### config.mk
export PLATFORM = sky130hd
export DESIGN_NAME = vga_sync_to_count
export DESIGN_NICKNAME = d
export VERILOG_FILES = /design/src/rtl/vga_sync_to_count.sv
export SDC_FILE = /design/constraint.sdc
export NUM_CORES = 1
export LEC_CHECK = 0
export BUFFER_PORTS_ARGS = -buffer_cell sky130_fd_sc_hd__buf_2
export CAP_MARGIN = 40
export CORE_ASPECT_RATIO = 1.4
export CORE_MARGIN = 2
export CORE_UTILIZATION = 54
export CTS_CLUSTER_SIZE = 10
export DETAILED_ROUTE_END_ITERATION = 8
export PLACE_DENSITY = 0.78
export SYNTH_ARGS = -nofsm -noshare
export SYNTH_HDL_FRONTEND = slang
export SYNTH_SLANG_ARGS = --single-unit
### constraint.sdc
create_clock -name i_Clk -period 2.3 [get_ports i_Clk]
set_input_delay 0.575 -clock i_Clk [delete_from_list [all_inputs] [get_ports i_Clk]]
set_output_delay 0.575 -clock i_Clk [all_outputs]
set_load 0.01 [all_outputs]
### src/rtl/vga_sync_to_count.sv
// vga_sync_to_count: regenerates col/row counters from incoming active-region
// H/V flags and tracks lock. Ports: i_Clk, i_Reset (async, high), i_HSync,
// i_VSync in; o_HSync, o_VSync, o_Col_Count, o_Row_Count, o_Frame_Start,
// o_Locked, o_Error out. All outputs are one clock behind the inputs.
module vga_sync_to_count #(
  parameter int TOTAL_COLS  = 800,
  parameter int TOTAL_ROWS  = 525,
  parameter int ACTIVE_COLS = 640,
  parameter int ACTIVE_ROWS = 480
) (
  input  logic       i_Clk,
  input  logic       i_Reset,
  input  logic       i_HSync,
  input  logic       i_VSync,
  output logic       o_HSync,
  output logic       o_VSync,
  output logic [9:0] o_Col_Count,
  output logic [9:0] o_Row_Count,
  output logic       o_Frame_Start,
  output logic       o_Locked,
  output logic       o_Error
);

  localparam logic [9:0] LAST_COL = 10'(TOTAL_COLS - 1);
  localparam logic [9:0] LAST_ROW = 10'(TOTAL_ROWS - 1);

  // Active sizes only describe the geometry; nothing is
  // built from them unless they are inconsistent.
  if (ACTIVE_COLS > TOTAL_COLS || ACTIVE_ROWS > TOTAL_ROWS)
  begin : g_bad_geom
  end

  typedef enum logic [1:0] {
    SEARCH,
    ACQUIRE,
    LOCKED
  } state_t;

  state_t state, state_n;

  logic r_HSync;
  logic r_VSync;
  logic v_rise;
  logic h_rise;
  logic col_end;
  logic row_end;
  logic v_ok;
  logic h_ok;
  logic err_n;

  // A frame start also looks like a line start;
  // the frame check takes priority.
  assign v_rise = i_VSync & ~r_VSync;
  assign h_rise = i_HSync & ~r_HSync & ~v_rise;

  // Counter value while the edge is seen is the
  // last position of the previous line/frame.
  assign col_end = (o_Col_Count == LAST_COL);
  assign row_end = (o_Row_Count == LAST_ROW);
  assign v_ok    = col_end & row_end;
  assign h_ok    = col_end;

  assign o_Locked = (state == LOCKED);

  always_comb begin
    state_n = state;
    err_n   = 1'b0;
    unique case (state)
      SEARCH: begin
        if (v_rise) state_n = ACQUIRE;
      end
      ACQUIRE: begin
        if (v_rise) begin
          if (v_ok) state_n = LOCKED;
          else      err_n   = 1'b1;
        end else if (h_rise && !h_ok) begin
          err_n   = 1'b1;
          state_n = SEARCH;
        end
      end
      LOCKED: begin
        if (v_rise && !v_ok) begin
          err_n   = 1'b1;
          state_n = ACQUIRE;
        end else if (h_rise && !h_ok) begin
          err_n   = 1'b1;
          state_n = SEARCH;
        end
      end
      default: state_n = SEARCH;
    endcase
  end

  always_ff @(posedge i_Clk or posedge i_Reset) begin
    if (i_Reset) begin
      // High so a flag already up at release
      // is not mistaken for an edge.
      r_HSync       <= 1'b1;
      r_VSync       <= 1'b1;
      o_HSync       <= 1'b0;
      o_VSync       <= 1'b0;
      o_Col_Count   <= '0;
      o_Row_Count   <= '0;
      o_Frame_Start <= 1'b0;
      o_Error       <= 1'b0;
      state         <= SEARCH;
    end else begin
      r_HSync       <= i_HSync;
      r_VSync       <= i_VSync;
      o_HSync       <= i_HSync;
      o_VSync       <= i_VSync;
      o_Frame_Start <= v_rise;
      o_Error       <= err_n;
      state         <= state_n;
      if (v_rise) begin
        o_Col_Count <= '0;
        o_Row_Count <= '0;
      end else if (col_end) begin
        o_Col_Count <= '0;
        if (row_end) o_Row_Count <= '0;
        else         o_Row_Count <= o_Row_Count + 10'd1;
      end else begin
        o_Col_Count <= o_Col_Count + 10'd1;
      end
    end
  end

endmodule

Word level (Yosys, flattened, before mapping)
Cells that the tools add are included.
Widths: inputs -> output; s select.
{ "classes": {"addsub": 2, "n_eq_ne": 6, "muxes": 16, "n_bitwise": 7, "n_reduce_logical": 7} }
{ "op_table": {"columns": ["operator", "count"], "rows": [
  ["$mux 10", 5],
  ["$add 10x1->10 const B", 2],
  ["$eq 10x10->1 const B", 2],
  ["$mux 2", 5],
  ["$pmux 2 s3", 1],
  ["$and 1x1->1", 4],
  ["$mux 1", 4],
  ["$ne 3x3->1 const B", 1],
  ["$not 1->1", 3],
  ["$eq 2x1->1 const B", 1],
  ["$eq 2x2->1 const B", 1],
  ["$logic_and 1x1->1", 2],
  ["$logic_not 1->1", 2],
  ["$logic_not 2->1", 1],
  ["$ne 2x2->1 const B", 1],
  ["$pmux 1 s2", 1],
  ["$reduce_and 2->1", 1],
  ["$reduce_bool 2->1", 1]
]} }
{ "totals": {"ff_bits": 28, "in_bits": 4, "out_inout_bits": 25, "elab_cells": 47} }

Longest topological paths before layout
Gate-level depths: netlist (run 1).
{ "logic_depth": {"word_depth": 8, "ltp_mapped": 7} }

Least setup slack after synthesis (run 1)
Ideal clock, no wire load.
{ "synth_path": {"path_kind": "register to register", "start": "reg o_Row_Count[0]", "end": "reg state[1]", "setup_time_ns": 0.124, "arrival_time_ns": 1.755, "required_ns": 2.176, "slack_ns": 0.421, "path_stages_with_launch": 8, "period_less_slack_ns": 1.879, "path_cell_list": "dfrtp_1 > inv_1 > ha_1 > or3b_2 > nor3_4 > and2_1 > o2bb2ai_1 > a211o_1"} }
{ "synth_between": {"elab_chain_len": 6, "elab_cells_between_ends": 8, "classes_between": "eq/ne (2); mux (2); bitwise (1); reduce/logical (3)"} }
{ "synth_rtl": {"columns": ["item", "line", "source"], "rows": [
  ["start: declaration", "18", "output logic [9:0] o_Row_Count,"],
  ["start signal: assignment", "121", "else o_Row_Count <= o_Row_Count + 10'd1;"],
  ["$eq 10x10->1 *", "59", "assign row_end = (o_Row_Count == LAST_ROW);"],
  ["$and 1x1->1 *", "60", "assign v_ok = col_end & row_end;"],
  ["$logic_not 1->1", "82", "if (v_rise && !v_ok) begin"],
  ["$logic_and 1x1->1", "82", null],
  ["$mux 2", "82", null],
  ["$pmux 2 s3", "68", "unique case (state)"],
  ["end signal: assignment", "114", "state <= state_n;"],
  ["end: declaration", "39", "state_t state, state_n;"]
]} }
Mark *: on every way between the ends. The rest lies on a longest branch, timed or not.
A chain may end at the register's enable or synchronous reset.

Worst setup path after layout (run 1)
Ends and elaborated chain as after synthesis.

==> out/summary.log, run 1 <==
INFO  yosys          async_flop_share=100%
INFO  cts            cts.repair.resized=0
INFO  placement      port-buffer-count=28
INFO  yosys          postSynthRegisterBits=28
INFO  global_routing grt_antenna_before_repair=0
INFO  setup_path     worst_path_max_delay_cell=sky130_fd_sc_hd__or3b_2
INFO  yosys          largest_area_contributor_in_the_synthesized_netlist=sky130_fd_sc_hd__dfrtp_1
INFO  timing         grt_setup_unrepaired=false
INFO  yosys          synth_seq_area_share=47.2%
INFO  yosys          synthesis.yosys.warnings=0
INFO  yosys          synth.cell_area=1490um^2
INFO  power          power.leakage=0.862nW
INFO  yosys          synth_enable_flop_cells=0
INFO  placement      detailedPlace.worstSlack=331ps
INFO  cts            clockBufferDepth=2
INFO  final_layout   post-route-cell-area=1750um^2
INFO  timing         achievable-frequency=502MHz
INFO  cts            clkSlewWorstSetupHoldPaths=160ps
INFO  route          drt_wl_total=3090um
INFO  setup_path     timing.critical_path.from_type=register
INFO  yosys          synth.avg_cell_area=9.93um^2
INFO  yosys          synthCells=150
INFO  timing         timing_max_transition_violations_final=0
INFO  route          via_count=1234
INFO  route          vias_per_cell=5.61
INFO  yosys          netlist_top_cells_area=sky130_fd_sc_hd__dfrtp_1 (44%), sky130_fd_sc_hd__ha_1 (5.9%), sky130_fd_sc_hd__o21ai_0 (4.0%), sky130_fd_sc_hd__dfstp_2 (3.5%), sky130_fd_sc_hd__nor2_1 (3.5%)
INFO  flow_run       max-cap-violations=0
INFO  yosys          synth.top_cell.area_share=43.7%
INFO  setup_path     end_kind=register
INFO  yosys          yosys.area_share.xor_xnor=5.29%
INFO  cts            postCtsSetupBuffers=0
INFO  global_routing grt-ovfl-total=0
INFO  cts            ctsHoldBuffers=0
INFO  final_layout   most_used_cells_in_the_layout_excluding_fill_and_tap_cells=sky130_fd_sc_hd__buf_2 (28), sky130_fd_sc_hd__dfrtp_1 (26), sky130_fd_sc_hd__nor2_1 (14)
INFO  power          power.total=1.16mW
INFO  placement      post-dp-hpwl=2240um
INFO  setup_path     timing.critical_path.required=2520ps
INFO  timing         post-route-min-period=1990ps
INFO  die            io-pin-count=29
INFO  final_layout   area_growth=17.6%
INFO  power          pwr_density_cell=664nW/um^2
INFO  die            die_area=3200um^2
INFO  cts            clk_latency=330ps
INFO  yosys          synth_top_family_by_area=simple AND/OR/NAND/NOR gates
INFO  setup_path     critPathTopFamily=simple AND/OR/NAND/NOR gates
INFO  setup_path     startpoint_of_the_most_critical_setup_path=o_Row_Count[0]
INFO  setup_path     max_stage_delay=490ps
INFO  setup_path     critical_path.max_fanout=6
INFO  yosys          syn-num-nets=161
INFO  die            placement_rows=22
INFO  route          drt_drc_violations_left=0
INFO  die            die_height=66.2um
INFO  worst_hold_path min_path_type=input port to asynchronous set/reset pin
INFO  global_routing overall_global_routing_usage=20.9%
INFO  die            die_width=48.4um
INFO  final_layout   mostFrequentLayoutCell=sky130_fd_sc_hd__buf_2
INFO  global_routing maximum_number_of_pins_on_one_net_before_global_route_repair=29
INFO  cts            clock_tree.htree_level_count=1
INFO  outcome        status=finished clean
INFO  route          antenna_violating_nets_post_route=0
INFO  cts            clock-sinks=28
INFO  yosys          simple_gate_portion_of_the_synthesized_area=25.8%
INFO  yosys          synth.area.mux_share=0%
INFO  timing         fin_setup_tns=0ps
INFO  final_layout   n_fill_cell=214
INFO  final_layout   finish.net_count=196
INFO  cts            cts.root.buffer_cell=sky130_fd_sc_hd__clkbuf_4
INFO  timing         setup_violating_endpoint_count_in_the_final_report=0
INFO  final_layout   diodes=0
INFO  setup_path     crit_buf_inv=1
INFO  timing         timing.clock.skew=12.6ps
INFO  timing         worst-slew-pin-transition=355ps
INFO  timing         post-route-worst-setup-slack=310ps
INFO  setup_path     path_cells=inv_1, ha_1, or3b_2, nor3_4, and2_1, o2bb2ai_1, a211o_1
INFO  setup_path     worstSetupPathType=register to register
INFO  yosys          synth_top_flop_cell=sky130_fd_sc_hd__dfrtp_1
INFO  setup_path     critical_path_arrival=2210ps
INFO  yosys          synthAdderAreaFrac=5.88%
INFO  global_routing grt_pass1_vias=1210
INFO  timing         final_hold_viol_count=0
INFO  route          drt_first_iter_violations=43
INFO  placement      placed_area=1700um^2
INFO  final_layout   fraction_of_final_layout_cells_with_drive_strength_greater_than_1=25.0%
INFO  yosys          ys_types=37
INFO  yosys          synth-compound-area-share=13.0%
INFO  die            placeableCoreArea=2620um^2
INFO  route          detailed_route_wire_length_per_cell=14.0um
INFO  timing         final.period_utilization=86.5%
INFO  cts            cts_tree=built
INFO  route          drtPass1Iterations=6
INFO  die            floorplan.initialDensity=57.0%
INFO  power          vdd_drop_max=468uV
INFO  setup_path     r2r-start=o_Row_Count[0]
INFO  cts            tritoncts.num_buffers=3
INFO  placement      gp_congestion=0.896
INFO  global_routing grt_pass1_wl=5260um
INFO  timing         slew-limit-headroom=76.1%
## Yosys cell counts, drive strengths merged (2+ instances only)
cell type  count
dfrtp         26
nor2          14
o21ai         12
nand2         11
inv            8
nand3          8
a21oi          7
ha             7
and3           6
nand4          5
nor3           5
xor2           5
o31ai          4
or3            4
xnor2          4
nand2b         3
a31oi          2
and2           2
buf            2
dfstp          2
nor4           2
## routing by layer
layer	global-route usage, %	vias up	part of all wire (%)
li1	-	600	-
met1	24.4	604	44
met2	40.1	26	52
met3	2.04	4	2.9
met4	6.43	0	1.2
met5	0	-	0
## worst register-to-register path, stage by stage, from the launching register on
cell and delay, ps:
sky130_fd_sc_hd__dfrtp_1 450, sky130_fd_sc_hd__inv_1 80, sky130_fd_sc_hd__ha_1 140, sky130_fd_sc_hd__or3b_2 490
sky130_fd_sc_hd__nor3_4 210, sky130_fd_sc_hd__and2_1 210, sky130_fd_sc_hd__o2bb2ai_1 70, sky130_fd_sc_hd__a211o_1 260
## cells by family (layout without fill, tap and decap cells)
logic type / after synthesis / in the layout
simple gates: 65 / 65
flops: 28 / 28
buf+inv: 11 / 45
fa+ha+maj: 7 / 7
compound gates: 30 / 30
xor+xnor: 9 / 9
## sequential cells by signal, indices dropped and copies added (netlist names)
signal         cells
o_Error            1
r_HSync            1
state              2
o_VSync            1
r_VSync            1
o_HSync            1
o_Row_Count       10
o_Frame_Start      1
o_Col_Count       10
## final timing paths
check / endpoint / slack [ps] / cells past startpoint
worst max-delay path: state[1] / 310 / 7
worst min-delay path: o_Col_Count[7] / 260 / 3
worst max register to register: state[1] / 310 / 7
worst min register to register: o_Row_Count[9] / 500 / 1
max in group asynchronous: r_VSync / 1720 / 3
min in group i_Clk: r_HSync / 340 / 1
## power breakdown
part / leakage [nW] / internal [mW] / switching (mW)
clock: 0.0279 / 0.176 / 0.146
sequential: 0.371 / 0.537 / 0.0577
combinational: 0.463 / 0.106 / 0.142
total: 0.862 / 0.819 / 0.345
## through the flow
step | util (%) | hold WS (ps) | instances
after global placement | 65.0 | 477 | 216
final | 67.0 | 261 | 220
after global routing | 67.0 | 303 | 220
after floorplan | - | 522 | 150
after detailed placement | 65.0 | 481 | 216
after CTS | 67.0 | 278 | 220
## cell type report
class	instances	area [um^2]	share of cell area, %
Inverter	8	30.0	1.71
Sequential cell	28	703	40.1
Clock inverter	1	30.0	1.71
Clock buffer	3	22.5	1.28
Tap cell	36	45.0	2.57
Multi-Input combinational cell	111	744	42.5
Timing Repair Buffer	33	178	10.1
Note: power is estimated with default switching activity, not from simulation.
==> run 2, diff against run 1 <==
- BUFFER_PORTS_ARGS: -buffer_cell sky130_fd_sc_hd__buf_2 -> not set
- CORE_UTILIZATION: 54 -> 55
- DONT_BUFFER_PORTS: not set -> 1
- PLACE_DENSITY: 0.78 -> 0.7
==> run 2 against run 1 <==
Against the previous run:
- first-iteration DRC count is 44% lower
- clock power hardly changed
- sequential cell count stayed put
==> out/summary.log, run 2 (synthesized netlist as in run 1, its figures left out) <==
INFO  cts            cts_tree=built [unchanged]
INFO  route          drt_first_iter_violations=24 [was 43]
INFO  die            die_height=65.6um [was 66.2 um]
INFO  power          netSwitchingPower=0.332mW [was 0.345 mW]
INFO  setup_path     end_kind=register [unchanged]
INFO  placement      post-dp-hpwl=2260um [was 2240 um]
INFO  cts            clk_latency=330ps [about the same]
INFO  power          power.share.sequential=54.7% [was 51.1%]
INFO  setup_path     worstSetupPathType=register to register [unchanged]
INFO  flow_run       max-cap-violations=0 [unchanged]
INFO  die            die_width=48.0um [was 48.4 um]
INFO  route          drt_drc_violations_left=0 [unchanged]
INFO  route          drtPass1Iterations=5 [was 6]
INFO  power          p_comb_share=17.0% [was 21.2%]
INFO  timing         final_hold_viol_count=0 [unchanged]
INFO  timing         slew-limit-headroom=73.7% [was 76.1%]
INFO  final_layout   most_used_cells_in_the_layout_excluding_fill_and_tap_cells=sky130_fd_sc_hd__dfrtp_1 (26), sky130_fd_sc_hd__nor2_1 (14), sky130_fd_sc_hd__o21ai_0 (12) [was sky130_fd_sc_hd__buf_2 (28), sky130_fd_sc_hd__dfrtp_1 (26), sky130_fd_sc_hd__nor2_1 (14)]
INFO  power          power_frac_clock=28.3% [was 27.7%]
INFO  cts            cts.root.buffer_cell=sky130_fd_sc_hd__clkbuf_4 [unchanged]
INFO  final_layout   finish.net_count=168 [was 196]
INFO  outcome        status=finished clean [unchanged]
INFO  final_layout   area_growth=8.23% [was 17.6%]
INFO  route          antenna_violating_nets_post_route=0 [unchanged]
INFO  timing         achievable-frequency=493MHz [was 502 MHz]
INFO  final_layout   core_occupancy_in_the_finished_layout=62.3% [was 67.0%]
INFO  timing         timing.clock.skew=2.86ps [was 12.6 ps]
INFO  power          pwr_density_cell=698nW/um^2 [was 664 nW/um^2]
INFO  placement      port-buffer-count=0 [was 28]
INFO  timing         setup_violating_endpoint_count_in_the_final_report=0 [unchanged]
INFO  die            placement_rows=22 [unchanged]
INFO  power          vdd_drop_max=603uV [was 468 uV]
INFO  power          swShare=29.5% [was 29.7%]
INFO  route          detailed_route_wire_length_per_cell=15.2um [was 14.0 um]
INFO  route          drt_wl_total=2920um [was 3090 um]
INFO  final_layout   n_fill_cell=227 [was 214]
INFO  setup_path     critical_path_arrival=2260ps [was 2210 ps]
INFO  cts            clock-sinks=28 [unchanged]
INFO  cts            cts.repair.resized=0 [unchanged]
INFO  timing         timing_max_transition_violations_final=0 [unchanged]
INFO  cts            clock_tree.htree_level_count=1 [unchanged]
INFO  global_routing overall_global_routing_usage=21.4% [was 20.9%]
INFO  timing         grt_setup_unrepaired=false [unchanged]
INFO  power          internal_power=0.794mW [was 0.819 mW]
INFO  cts            clockBufferDepth=2 [unchanged]
INFO  cts            clkSlewWorstSetupHoldPaths=150ps [was 160 ps]
INFO  setup_path     r2r-start=o_Col_Count[0] [was o_Row_Count[0]]
INFO  final_layout   top_regs=o_Col_Count: 10 flops, o_Row_Count: 10 flops, state: 2 flops [unchanged]
INFO  final_layout   diodes=0 [unchanged]
INFO  route          vias_per_cell=5.88 [was 5.61]
INFO  final_layout   fraction_of_final_layout_cells_with_drive_strength_greater_than_1=11.5% [was 25.0%]
INFO  power          power.leakage=0.719nW [was 0.862 nW]
INFO  cts            ctsHoldBuffers=0 [unchanged]
INFO  route          via_count=1129 [was 1234]
INFO  die            placeableCoreArea=2590um^2 [was 2620 um^2]
INFO  timing         hold_ws=90.0ps [was 261 ps]
INFO  die            floorplan.initialDensity=57.6% [was 57.0%]
INFO  die            die_area=3150um^2 [was 3200 um^2]
INFO  cts            tritoncts.num_buffers=3 [unchanged]
INFO  placement      gp_congestion=0.934 [was 0.896]
INFO  cts            postCtsSetupBuffers=0 [unchanged]
INFO  setup_path     r2r-end=state[1] [unchanged]
INFO  setup_path     critical_path.max_fanout=10 [was 6]
INFO  die            io-pin-count=29 [unchanged]
INFO  global_routing grt_antenna_before_repair=0 [unchanged]
INFO  timing         final.period_utilization=88.2% [was 86.5%]
INFO  global_routing grt-ovfl-total=0 [unchanged]
INFO  timing         fin_setup_tns=0ps [unchanged]
INFO  global_routing maximum_number_of_pins_on_one_net_before_global_route_repair=19 [was 29]
INFO  setup_path     timing.critical_path.required=2540ps [was 2520 ps]
INFO  global_routing grt_pass1_wl=4870um [was 5260 um]
INFO  timing         post-route-min-period=2030ps [was 1990 ps]
INFO  power          power.total=1.13mW [was 1.16 mW]
INFO  setup_path     reg2reg_depth=6 [was 7]
INFO  setup_path     r2r_slack=270ps [was 310 ps]
INFO  global_routing grt_pass1_vias=1115 [was 1210]
INFO  setup_path     timing.critical_path.from_type=register [unchanged]
INFO  timing         worst-slew-pin-transition=395ps [was 355 ps]
INFO  final_layout   mostFrequentLayoutCell=sky130_fd_sc_hd__dfrtp_1 [was sky130_fd_sc_hd__buf_2]
INFO  worst_hold_path min_path_type=input port to asynchronous set/reset pin [unchanged]
## run 2: how the worst max path moves through the flow
stage / start / endpoint / slack (ps) / cells past startpoint
4_1_cts: o_Col_Count[0] / state[1] / 260 / 6
3_3_place_gp: o_Row_Count[0] / state[1] / 330 / 7
3_5_place_dp: o_Col_Count[0] / state[1] / 290 / 6
6_report: o_Col_Count[0] / state[1] / 270 / 6
2_1_floorplan: o_Row_Count[0] / state[1] / 420 / 7
5_1_grt: o_Col_Count[0] / o_Row_Count[7] / 110 / 7
## run 2: through the flow
step                      instances  instance area, um^2  setup WS (ps)
after floorplan                 150                 1490            421
after global placement          188                 1560            328
after detailed placement        188                 1560            292
after CTS                       192                 1610            262
after global routing            192                 1610            106
final                           192                 1610            272
## run 2: per-layer routing
layer  part of all wire [%]  global-route usage, %
met2                     50                   33.7
met3                    4.6                   5.22
met5                      0                      0
met1                     44                   27.0
met4                    1.6                   8.78
## run 2: power by group through the flow
stage	registers (mW)	clock network [mW]	logic [mW]
after floorplan	0.611	0	0.151
after global placement	0.620	0	0.182
after CTS	0.615	0.327	0.194
after detailed placement	0.625	0	0.192
final	0.615	0.319	0.191
after global routing	0.626	0.344	0.220
## run 2: worst max-delay path: stages, from the launching register on
cell and delay, ps:
sky130_fd_sc_hd__dfrtp_1 490, sky130_fd_sc_hd__ha_1 290, sky130_fd_sc_hd__nand4_4 190, sky130_fd_sc_hd__nor3_4 410, sky130_fd_sc_hd__and2_1 230, sky130_fd_sc_hd__o2bb2ai_1 70, sky130_fd_sc_hd__a211o_1 260
## run 2: area by class of cell
cell class	instances	area, um^2	share of cell area (%)
Timing Repair Buffer	5	37.5	2.33
Clock inverter	1	30.0	1.86
Multi-Input combinational cell	111	744	46.2
Sequential cell	28	703	43.6
Inverter	8	30.0	1.86
Tap cell	36	45.0	2.79
Clock buffer	3	22.5	1.40
==> run 3, diff against run 2 <==
- HOLD_SLACK_MARGIN: not set -> 0.1
- SLEW_MARGIN: not set -> 20
==> run 3 against run 2 <==
Against the previous run:
- design area increased by 0.62%
- setup slack got worse by 1.1 ps
- via count rose by 0.18%
- maximum frequency barely moved
- power grew 0.16%
- combinational power barely moved
- sequential share of layout area is 0.27 points lower
- clock skew decreased by 0.61 ps
==> out/summary.log, run 3 (synthesized netlist as in run 1, its figures left out) <==
INFO  timing         achievable-frequency=493MHz [about the same]
INFO  power          vdd_drop_max=604uV [was 603 uV]
INFO  final_layout   top_regs=o_Col_Count: 10 flops, o_Row_Count: 10 flops, state: 2 flops [unchanged]
INFO  power          power.leakage=0.723nW [was 0.719 nW]
INFO  global_routing grt_pass1_vias=1121 [was 1115]
INFO  placement      port-buffer-count=0 [unchanged]
INFO  route          drt_first_iter_violations=16 [was 24]
INFO  placement      detailedPlace.worstSlack=292ps [unchanged]
INFO  power          pwr_density_cell=695nW/um^2 [was 698 nW/um^2]
INFO  global_routing grt-ovfl-total=0 [unchanged]
INFO  setup_path     critical_path.max_fanout=10 [unchanged]
INFO  timing         timing.clock.skew=2.25ps [was 2.86 ps]
INFO  timing         grt_setup_unrepaired=false [unchanged]
INFO  final_layout   area_growth=8.90% [was 8.23%]
INFO  cts            clkSlewWorstSetupHoldPaths=150ps [about the same]
INFO  cts            cts.root.buffer_cell=sky130_fd_sc_hd__clkbuf_4 [unchanged]
INFO  worst_hold_path min_path_type=input port to register [was input port to asynchronous set/reset pin]
INFO  route          detailed_route_wire_length_per_cell=15.2um [about the same]
INFO  setup_path     timing.critical_path.required=2540ps [about the same]
INFO  final_layout   n_fill_cell=226 [was 227]
INFO  global_routing overall_global_routing_usage=21.5% [was 21.4%]
INFO  die            die_height=65.6um [unchanged]
INFO  final_layout   mostFrequentLayoutCell=sky130_fd_sc_hd__dfrtp_1 [unchanged]
INFO  route          via_count=1131 [was 1129]
INFO  die            placement_rows=22 [unchanged]
INFO  timing         worst-slew-pin-transition=395ps [about the same]
INFO  cts            cts_tree=built [unchanged]
INFO  global_routing maximum_number_of_pins_on_one_net_before_global_route_repair=19 [unchanged]
INFO  final_layout   finish.net_count=169 [was 168]
INFO  die            die_area=3150um^2 [unchanged]
INFO  power          power.total=1.13mW [about the same]
INFO  final_layout   most_used_cells_in_the_layout_excluding_fill_and_tap_cells=sky130_fd_sc_hd__dfrtp_1 (26), sky130_fd_sc_hd__nor2_1 (14), sky130_fd_sc_hd__o21ai_0 (12) [unchanged]
INFO  route          drtPass1Iterations=5 [unchanged]
INFO  route          antenna_violating_nets_post_route=0 [unchanged]
INFO  setup_path     critical_path_arrival=2260ps [about the same]
INFO  placement      place.detailed.instances=188 [unchanged]
INFO  cts            cts.repair.resized=0 [unchanged]
INFO  setup_path     timing.critical_path.from_type=register [unchanged]
INFO  setup_path     crit_buf_inv=0 [unchanged]
INFO  timing         setup_violating_endpoint_count_in_the_final_report=0 [unchanged]
INFO  final_layout   finalNonFillerCells=193 [was 192]
INFO  route          vias_per_cell=5.86 [was 5.88]
INFO  timing         slew-limit-headroom=73.6% [was 73.7%]
INFO  setup_path     critPathTopFamily=simple AND/OR/NAND/NOR gates [unchanged]
INFO  final_layout   fraction_of_final_layout_cells_with_drive_strength_greater_than_1=11.5% [about the same]
INFO  global_routing grt_antenna_before_repair=0 [unchanged]
INFO  placement      gp_congestion=0.934 [unchanged]
INFO  outcome        status=finished clean [unchanged]
INFO  timing         fin_setup_tns=0ps [unchanged]
INFO  final_layout   diodes=0 [unchanged]
INFO  cts            clockBufferDepth=2 [unchanged]
INFO  timing         post-route-min-period=2030ps [about the same]
INFO  timing         post-route-worst-setup-slack=271ps [was 272 ps]
INFO  die            floorplan.initialDensity=57.6% [unchanged]
INFO  global_routing grt_pass1_wl=4890um [was 4870 um]
INFO  route          drt_wl_total=2940um [was 2920 um]
INFO  route          drt_drc_violations_left=0 [unchanged]
INFO  timing         timing_max_transition_violations_final=0 [unchanged]
INFO  timing         final.period_utilization=88.2% [about the same]
INFO  setup_path     path_cells=ha_1, nand4_4, nor3_4, and2_1, o2bb2ai_1, a211o_1 [unchanged]
INFO  cts            clock-sinks=28 [unchanged]
INFO  setup_path     max_stage_delay=490ps [about the same]
INFO  flow_run       max-cap-violations=0 [unchanged]
INFO  cts            postCtsSetupBuffers=0 [unchanged]
INFO  placement      post-dp-hpwl=2260um [unchanged]
INFO  final_layout   core_occupancy_in_the_finished_layout=62.7% [was 62.3%]
INFO  cts            tritoncts.num_buffers=3 [unchanged]
INFO  die            die_width=48.0um [unchanged]
INFO  timing         final_hold_viol_count=0 [unchanged]
INFO  setup_path     worst_path_max_delay_cell=sky130_fd_sc_hd__dfrtp_1 [unchanged]
INFO  setup_path     worstSetupPathType=register to register [unchanged]
INFO  die            io-pin-count=29 [unchanged]
INFO  cts            clk_latency=330ps [about the same]
INFO  cts            clock_tree.htree_level_count=1 [unchanged]
INFO  die            placeableCoreArea=2590um^2 [unchanged]
INFO  setup_path     end_kind=register [unchanged]
run 3: path summary, 6_finish.rpt:
| check | end | from | slack, ps | cells past startpoint |
|---|---|---|---|---|
| worst max-delay path | state[1] | o_Col_Count[0] | 270 | 6 |
| worst max register to register | state[1] | o_Col_Count[0] | 270 | 6 |
| worst min-delay path | r_HSync | i_HSync | 220 | 0 |
| min in group asynchronous | o_Row_Count[1] | i_Reset | 650 | 2 |
| worst min register to register | o_Row_Count[9] | o_Row_Count[9] | 580 | 1 |
| max in group asynchronous | o_Col_Count[1] | i_Reset | 1080 | 3 |
run 3: final cells by class:
type / count / area (um^2) / share of cell area (%)
clock inverters: 1 / 30.0 / 1.85
well taps: 36 / 45.0 / 2.78
clock buffers: 3 / 22.5 / 1.39
multi-input cells: 111 / 744 / 45.9
flip-flops and latches: 28 / 703 / 43.3
repair buffers: 6 / 47.5 / 2.93
inverters: 8 / 30.0 / 1.85
run 3: layer usage:
| metal | vias up | global-route usage [%] | routed length (um) |
|---|---|---|---|
| li1 | 544 | - | - |
| met1 | 548 | 27.0 | 1270 |
| met2 | 34 | 34.0 | 1490 |
| met3 | 5 | 5.22 | 132 |
| met4 | 0 | 8.78 | 47 |
| met5 | - | 0 | 0 |
run 3: worst register-to-register path, stage by stage (launching register included):
cell and delay, ps:
sky130_fd_sc_hd__dfrtp_1 490, sky130_fd_sc_hd__ha_1 290, sky130_fd_sc_hd__nand4_4 190, sky130_fd_sc_hd__nor3_4 410
sky130_fd_sc_hd__and2_1 230, sky130_fd_sc_hd__o2bb2ai_1 70, sky130_fd_sc_hd__a211o_1 260
run 3: repair_timing:
item                                    4_1_cts  5_1_grt
hold endpoints to repair                      5        0
endpoints found under the setup margin        0        0
hold buffers                                  1        0
run 3: through the flow:
stage / cell area, um^2 / hold slack [ps]
floorplan: 1490 / 522
global placement: 1560 / 469
detailed placement: 1560 / 478
CTS: 1620 / 216
global route: 1620 / 200
finish: 1620 / 222
run 3: power by group:
part	leakage (nW)	internal, mW	switching [mW]
logic	0.325	0.0817	0.111
registers	0.371	0.537	0.0785
clock network	0.0279	0.176	0.143
total	0.723	0.795	0.333
